`src/rtl/reset_seq_multi.sv`:
```
// reset_seq_multi: a single reset sequencer for every reset domain on a board top.
// It synchronizes and debounces an active-low reset button and synchronizes N PLL
// lock flags. The M active-high reset outputs are released in index order, one
// every STAGE_DELAY_CYCLES. All outputs are re-asserted together when a lock drops,
// when the button is pressed, or when a soft request arrives.
//
// soft_reset_req is a one-cycle pulse with no acknowledge. Its effect is visible
// on reset_out/state_dbg on the following cycle.
//
// While the debounced button is held pressed, the sequencer is pinned in HOLD and
// its counters are held at zero. As a result, the minimum HOLD time is always
// measured from the debounced release.
module reset_seq_multi #(
  parameter int NUM_OUTPUTS        = 3,
  parameter int NUM_LOCKS          = 2,
  parameter int DEBOUNCE_CYCLES    = 8,
  parameter int HOLD_MIN_CYCLES    = 16,
  parameter int LOCK_STABLE_CYCLES = 32,
  parameter int STAGE_DELAY_CYCLES = 4
) (
  input  logic                   clock,
  input  logic                   reset,
  input  logic                   button_n,
  input  logic [NUM_LOCKS-1:0]   lock_in,
  input  logic                   soft_reset_req,
  output logic [NUM_OUTPUTS-1:0] reset_out,
  output logic                   ready,
  output logic [1:0]             state_dbg
);

  localparam int DB_W    = $clog2(DEBOUNCE_CYCLES + 1);
  localparam int HOLD_W  = $clog2(HOLD_MIN_CYCLES + 1);
  localparam int LOCK_W  = $clog2(LOCK_STABLE_CYCLES + 1);
  localparam int STAGE_W = $clog2(STAGE_DELAY_CYCLES + 1);
  localparam int IDX_W   = $clog2(NUM_OUTPUTS + 1);

  localparam logic [DB_W-1:0]    DB_LAST    = DB_W'(DEBOUNCE_CYCLES - 1);
  localparam logic [HOLD_W-1:0]  HOLD_LAST  = HOLD_W'(HOLD_MIN_CYCLES - 1);
  localparam logic [LOCK_W-1:0]  LOCK_LAST  = LOCK_W'(LOCK_STABLE_CYCLES - 1);
  localparam logic [STAGE_W-1:0] STAGE_LAST = STAGE_W'(STAGE_DELAY_CYCLES - 1);
  localparam logic [IDX_W-1:0]   IDX_LAST   = IDX_W'(NUM_OUTPUTS - 1);

  typedef enum logic [1:0] {
    S_HOLD      = 2'd0,
    S_WAIT_LOCK = 2'd1,
    S_RELEASE   = 2'd2,
    S_RUN       = 2'd3
  } state_t;

  // Synchronizers and debouncer
  logic                 btn_s1_q, btn_s2_q;
  logic [NUM_LOCKS-1:0] lock_s1_q, lock_s2_q;
  logic                 db_q, db_d;     // debounced button, 1 = released
  logic [DB_W-1:0]      dbc_q, dbc_d;

  // Sequencer
  state_t               state_q, state_d;
  logic [HOLD_W-1:0]    hold_cnt_q, hold_cnt_d;
  logic [LOCK_W-1:0]    lock_cnt_q, lock_cnt_d;
  logic [STAGE_W-1:0]   stage_cnt_q, stage_cnt_d;
  logic [IDX_W-1:0]     idx_q, idx_d;
  logic [NUM_OUTPUTS-1:0] reset_out_q, reset_out_d;
  logic                 ready_q, ready_d;

  logic locked;
  logic pressed;

  assign locked  = &lock_s2_q;
  assign pressed = ~db_q;

  // Two-flop synchronizers for the button and lock inputs
  always_ff @(posedge clock) begin
    if (reset) begin
      btn_s1_q  <= 1'b0;
      btn_s2_q  <= 1'b0;
      lock_s1_q <= '0;
      lock_s2_q <= '0;
    end else begin
      btn_s1_q  <= button_n;
      btn_s2_q  <= btn_s1_q;
      lock_s1_q <= lock_in;
      lock_s2_q <= lock_s1_q;
    end
  end

  // Debounce: flip only after DEBOUNCE_CYCLES consecutive differing samples
  always_comb begin
    db_d  = db_q;
    dbc_d = dbc_q;
    if (btn_s2_q == db_q) begin
      dbc_d = '0;
    end else if (dbc_q == DB_LAST) begin
      db_d  = btn_s2_q;
      dbc_d = '0;
    end else begin
      dbc_d = dbc_q + 1'b1;
    end
  end

  // Debounce state register
  always_ff @(posedge clock) begin
    if (reset) begin
      db_q  <= 1'b1;
      dbc_q <= '0;
    end else begin
      db_q  <= db_d;
      dbc_q <= dbc_d;
    end
  end

  // Sequencer next-state: press/soft request > lock loss > normal progress
  always_comb begin
    state_d     = state_q;
    hold_cnt_d  = hold_cnt_q;
    lock_cnt_d  = lock_cnt_q;
    stage_cnt_d = stage_cnt_q;
    idx_d       = idx_q;
    reset_out_d = reset_out_q;

    if (pressed || soft_reset_req) begin
      state_d     = S_HOLD;
      hold_cnt_d  = '0;
      lock_cnt_d  = '0;
      stage_cnt_d = '0;
      idx_d       = '0;
      reset_out_d = '1;
    end else begin
      case (state_q)
        S_HOLD: begin
          reset_out_d = '1;
          if (hold_cnt_q == HOLD_LAST) begin
            state_d    = S_WAIT_LOCK;
            lock_cnt_d = '0;
          end else begin
            hold_cnt_d = hold_cnt_q + 1'b1;
          end
        end
        S_WAIT_LOCK: begin
          reset_out_d = '1;
          if (!locked) begin
            lock_cnt_d = '0;
          end else if (lock_cnt_q == LOCK_LAST) begin
            state_d     = S_RELEASE;
            lock_cnt_d  = '0;
            stage_cnt_d = '0;
            idx_d       = '0;
          end else begin
            lock_cnt_d = lock_cnt_q + 1'b1;
          end
        end
        S_RELEASE: begin
          if (!locked) begin
            state_d     = S_WAIT_LOCK;
            lock_cnt_d  = '0;
            stage_cnt_d = '0;
            idx_d       = '0;
            reset_out_d = '1;
          end else if (stage_cnt_q == STAGE_LAST) begin
            stage_cnt_d = '0;
            for (int k = 0; k < NUM_OUTPUTS; k++) begin
              if (idx_q == IDX_W'(k)) reset_out_d[k] = 1'b0;
            end
            if (idx_q == IDX_LAST) begin
              state_d = S_RUN;
              idx_d   = '0;
            end else begin
              idx_d = idx_q + 1'b1;
            end
          end else begin
            stage_cnt_d = stage_cnt_q + 1'b1;
          end
        end
        S_RUN: begin
          if (!locked) begin
            state_d     = S_WAIT_LOCK;
            lock_cnt_d  = '0;
            reset_out_d = '1;
          end else begin
            reset_out_d = '0;
          end
        end
        default: begin
          state_d     = S_HOLD;
          reset_out_d = '1;
        end
      endcase
    end

    // ready is high only for cycles spent in RUN that are not being left
    ready_d = (state_q == S_RUN) && (state_d == S_RUN);
  end

  // Sequencer state register
  always_ff @(posedge clock) begin
    if (reset) begin
      state_q     <= S_HOLD;
      hold_cnt_q  <= '0;
      lock_cnt_q  <= '0;
      stage_cnt_q <= '0;
      idx_q       <= '0;
      reset_out_q <= '1;
      ready_q     <= 1'b0;
    end else begin
      state_q     <= state_d;
      hold_cnt_q  <= hold_cnt_d;
      lock_cnt_q  <= lock_cnt_d;
      stage_cnt_q <= stage_cnt_d;
      idx_q       <= idx_d;
      reset_out_q <= reset_out_d;
      ready_q     <= ready_d;
    end
  end

  assign reset_out = reset_out_q;
  assign ready     = ready_q;
  assign state_dbg = state_q;

endmodule
```
`config.mk`:
```
export PLATFORM = sky130hd
export DESIGN_NAME = reset_seq_multi
export DESIGN_NICKNAME = d
export VERILOG_FILES = /design/src/rtl/reset_seq_multi.sv
export SDC_FILE = /design/constraint.sdc
export NUM_CORES = 1
export LEC_CHECK = 0
export BUFFER_PORTS_ARGS = -buffer_cell sky130_fd_sc_hd__buf_2
export CAP_MARGIN = 20
export CORE_MARGIN = 2
export CORE_UTILIZATION = 30
export DETAILED_ROUTE_END_ITERATION = 10
export SLEW_MARGIN = 20
export SYNTH_ARGS = -nofsm -noshare
export SYNTH_HDL_FRONTEND = slang
export SYNTH_SLANG_ARGS = --single-unit
```
`constraint.sdc`:
```
create_clock -name clock -period 2.15 [get_ports clock]
set_input_delay 0.1075 -clock clock [delete_from_list [all_inputs] [get_ports clock]]
set_output_delay 0.1075 -clock clock [all_outputs]
set_load 0.05 [all_outputs]
```
==> summary.txt <==
Die
  – CORE AREA: 4380 µm²
  – Std-Cell Rows: 24
  – Io pins: 12
  – Initial core utilization: 31.4%
  – Chip width: 71.8 µm
  – Die H: 71.8 µm
  – Die Footprint: 5150 µm²

Placed design
  – Placed cell count: 211
  – Dpl hpwl: 1.80 mm
  – Dpl cell area: 1510 µm²
  – Place WS: 107 ps
  – I/O Buffers: 11
  – RePlAce Congestion: 0.789

Layout
  – Layout cells sized above 1: 16.8%
  – Final nets: 177
  – Commonest non-fill, non-tap cell in the layout: dfxtp_1
  – Final std cells w/o fill: 219
  – Fill count: 454
  – Most frequent cells in the layout: dfxtp_1, nor2_1, nand2_1, buf_2, nor2b_1
  – Diodes inserted: 0
  – Final Util: 37.0%
  – Cell area after layout: 1620 µm²
  – Synth-to-layout area growth: 17.9%

STA
  – RSZ-0062 raised after global routing: no
  – Final Hold Viols: 0
  – Final worst slack: 165 ps
  – Fmax: 0.504 GHz
  – Final min period: 1980 ps
  – Max-slew violations: 0
  – Setup TNS: 0 ps
  – Worst-Margin Slew: 533 ps
  – Clock skew: 4.38 ps
  – Period utilization: 92.3%
  – Setup violations, final: 0
  – Slew Limit Headroom: 64.4%

Synth
  – Post-Synthesis Cell Area: 1380 µm²
  – Ys flop type: dfxtp_1
  – Synth cell types: 39
  – Syn nets: 159
  – Synth Instances: 148
  – Sequential share of the synthesized area: 48.0%
  – Mean post-synth cell area: 9.31 µm²
  – Number of synthesized flops with an enable pin: 0
  – FFs w/ async S/R, synth: 0%
  – Synthesized flop and latch total: 33
  – Yosys warns: 0

Power and ir drop
  – Logic pwr share: 2.4%
  – Switch share: 19.0%
  – Maximum VDD drop: 445 µV
  – Power per cell area: 772 nW/µm²
  – Clk network pwr share: 47.2%
  – Sw Pwr: 0.239 mW
  – Cell-internal power: 1.01 mW
  – Leak: 0.652 nW
  – Register share of total power: 50.3%

Clocking
  – Clock insertion delay at the later pin of the skew report: 280 ps
  – CTS tree: yes
  – Worst-path clk slew: 60 ps
  – Hold_buf cts: 0
  – Clock sinks: 33
  – Clock Tree Root: clkbuf_8
  – CTS Buf Count: 5
  – CTS H-Tree Depth: 2
  – Setup bufs post-CTS: 0
  – CTS max path bufs: 2

Route
  – Initial DRC count: 38
  – Wire per inst: 11.2 µm
  – Total wire length: 2.45 mm
  – First-pass detailed-route iteration total: 4
  – Drt drc: 0
  – Vias/cell: 4.79
  – Via count: 1049
  – Antenna-violating nets left: 0

Global route
  – Largest net degree at the start of global routing: 16
  – First-pass GRT wire length: 3.99 mm
  – Total GRT Usage: 10.1%
  – Overflow after GRT: 0
  – Number of global-route vias before repair: 913
  – Initial antenna violation count: 0

Run status
  – Status: finished clean

Critical path
  – CP Class: reg -> reg
  – Worst Setup Start Kind: flip-flop
  – Critical Path RT: 2360 ps
  – Critical Path AT: 2190 ps
  – Worst setup EP type: flip-flop
  – CP Max Fanout: 5

Flow run
  – # Max-Cap Violations: 0

Min path
  – Hold WC Path Type: in -> reg
[logic make-up after synthesis]
logic type / synth area share [%]
AO/OA/AOI/OAI: 10.7
flip-flops: 48.0
XOR/XNOR: 5.72
multiplexers: 0.727
adder cells (fa/ha/maj): 4.54
AND/OR/NAND/NOR: 28.6
buffers and inverters: 1.72
[layer usage]
| layer | vias up | part of all wire [%] | global-route usage [%] |
|---|---|---|---|
| li1 | 560 | - | - |
| met1 | 473 | 50 | 13.1 |
| met2 | 14 | 45 | 14.8 |
| met3 | 2 | 4.1 | 3.38 |
| met4 | 0 | 0.78 | 5.03 |
| met5 | - | 0 | 0 |
[worst max-delay path, cell delays in order (launching register included)]
cell and delay [ps]:
dfxtp_1 330, ha_1 200, and3_1 180, ha_1 190, or3_2 540, nand2_1 180, o21ai_1 150, a21oi_1 150
[synthesized netlist by cell type, types with 5 or more instances]
| library cell | n | area, µm² |
|---|---|---|
| dfxtp_1 | 33 | 661 |
| nor2_1 | 17 | 63.8 |
| nand2_1 | 12 | 45.0 |
| nor2b_1 | 8 | 50.1 |
| a21oi_1 | 7 | 35.0 |
| nand3_1 | 7 | 35.0 |
| xor2_1 | 6 | 52.6 |
| and3_1 | 5 | 31.3 |
| ha_1 | 5 | 62.6 |
| nor3_1 | 5 | 25.0 |
| o21ai_0 | 5 | 25.0 |
[area by class of cell]
class / instances / area (µm²) / share of cell area [%]
multi-input cells: 109 / 693 / 42.7
inverters: 3 / 11.3 / 0.693
clock inverters: 1 / 30.0 / 1.85
flip-flops and latches: 33 / 661 / 40.7
repair buffers: 14 / 77.6 / 4.78
clock buffers: 7 / 86.3 / 5.32
well taps: 52 / 65.1 / 4.01
[worst paths after layout]
kind | from | to | slack, ps | cells after the start
max | hold_cnt_q[0]$_SDFFE_PP0P_ | lock_cnt_q[1]$_SDFFE_PP0P_ | 170 | 7
min | lock_in[0] | lock_s1_q[0]$_SDFF_PP0_ | 40 | 2
max reg2reg | hold_cnt_q[0]$_SDFFE_PP0P_ | lock_cnt_q[1]$_SDFFE_PP0P_ | 170 | 7
min reg2reg | lock_s1_q[1]$_SDFF_PP0_ | lock_s2_q[1]$_SDFF_PP0_ | 440 | 1
[through the flow]
stage / hold slack (ps) / total power [mW]
2_1_floorplan: 236 / 0.666
3_3_place_gp: 320 / 0.676
5_1_grt: 35.2 / 1.30
6_report: 38.6 / 1.25
4_1_cts: 31.2 / 1.27
3_5_place_dp: 325 / 0.676
[timing repair]
item,4_1_cts,5_1_grt
endpoints found under the setup margin,0,1
hold endpoints to repair,0,0
gates resized for setup,0,1
[power by group through the flow]
| stage | Combinational, mW | Clock, mW | Sequential [mW] |
|---|---|---|---|
| floorplan | 0.0228 | 0 | 0.643 |
| global placement | 0.0311 | 0 | 0.645 |
| detailed placement | 0.0311 | 0 | 0.645 |
| CTS | 0.0316 | 0.612 | 0.631 |
| global route | 0.0369 | 0.633 | 0.631 |
| finish | 0.0306 | 0.592 | 0.631 |
[registers in the layout, summed over array words and instances (netlist names), 2 cells and up]
signal	flops
dbc_q	4
hold_cnt_q	5
idx_q	2
lock_cnt_q	6
lock_s1_q	2
lock_s2_q	2
reset_out	3
stage_cnt_q	3
state_dbg	2
Power figures use the tool's default switching activity.
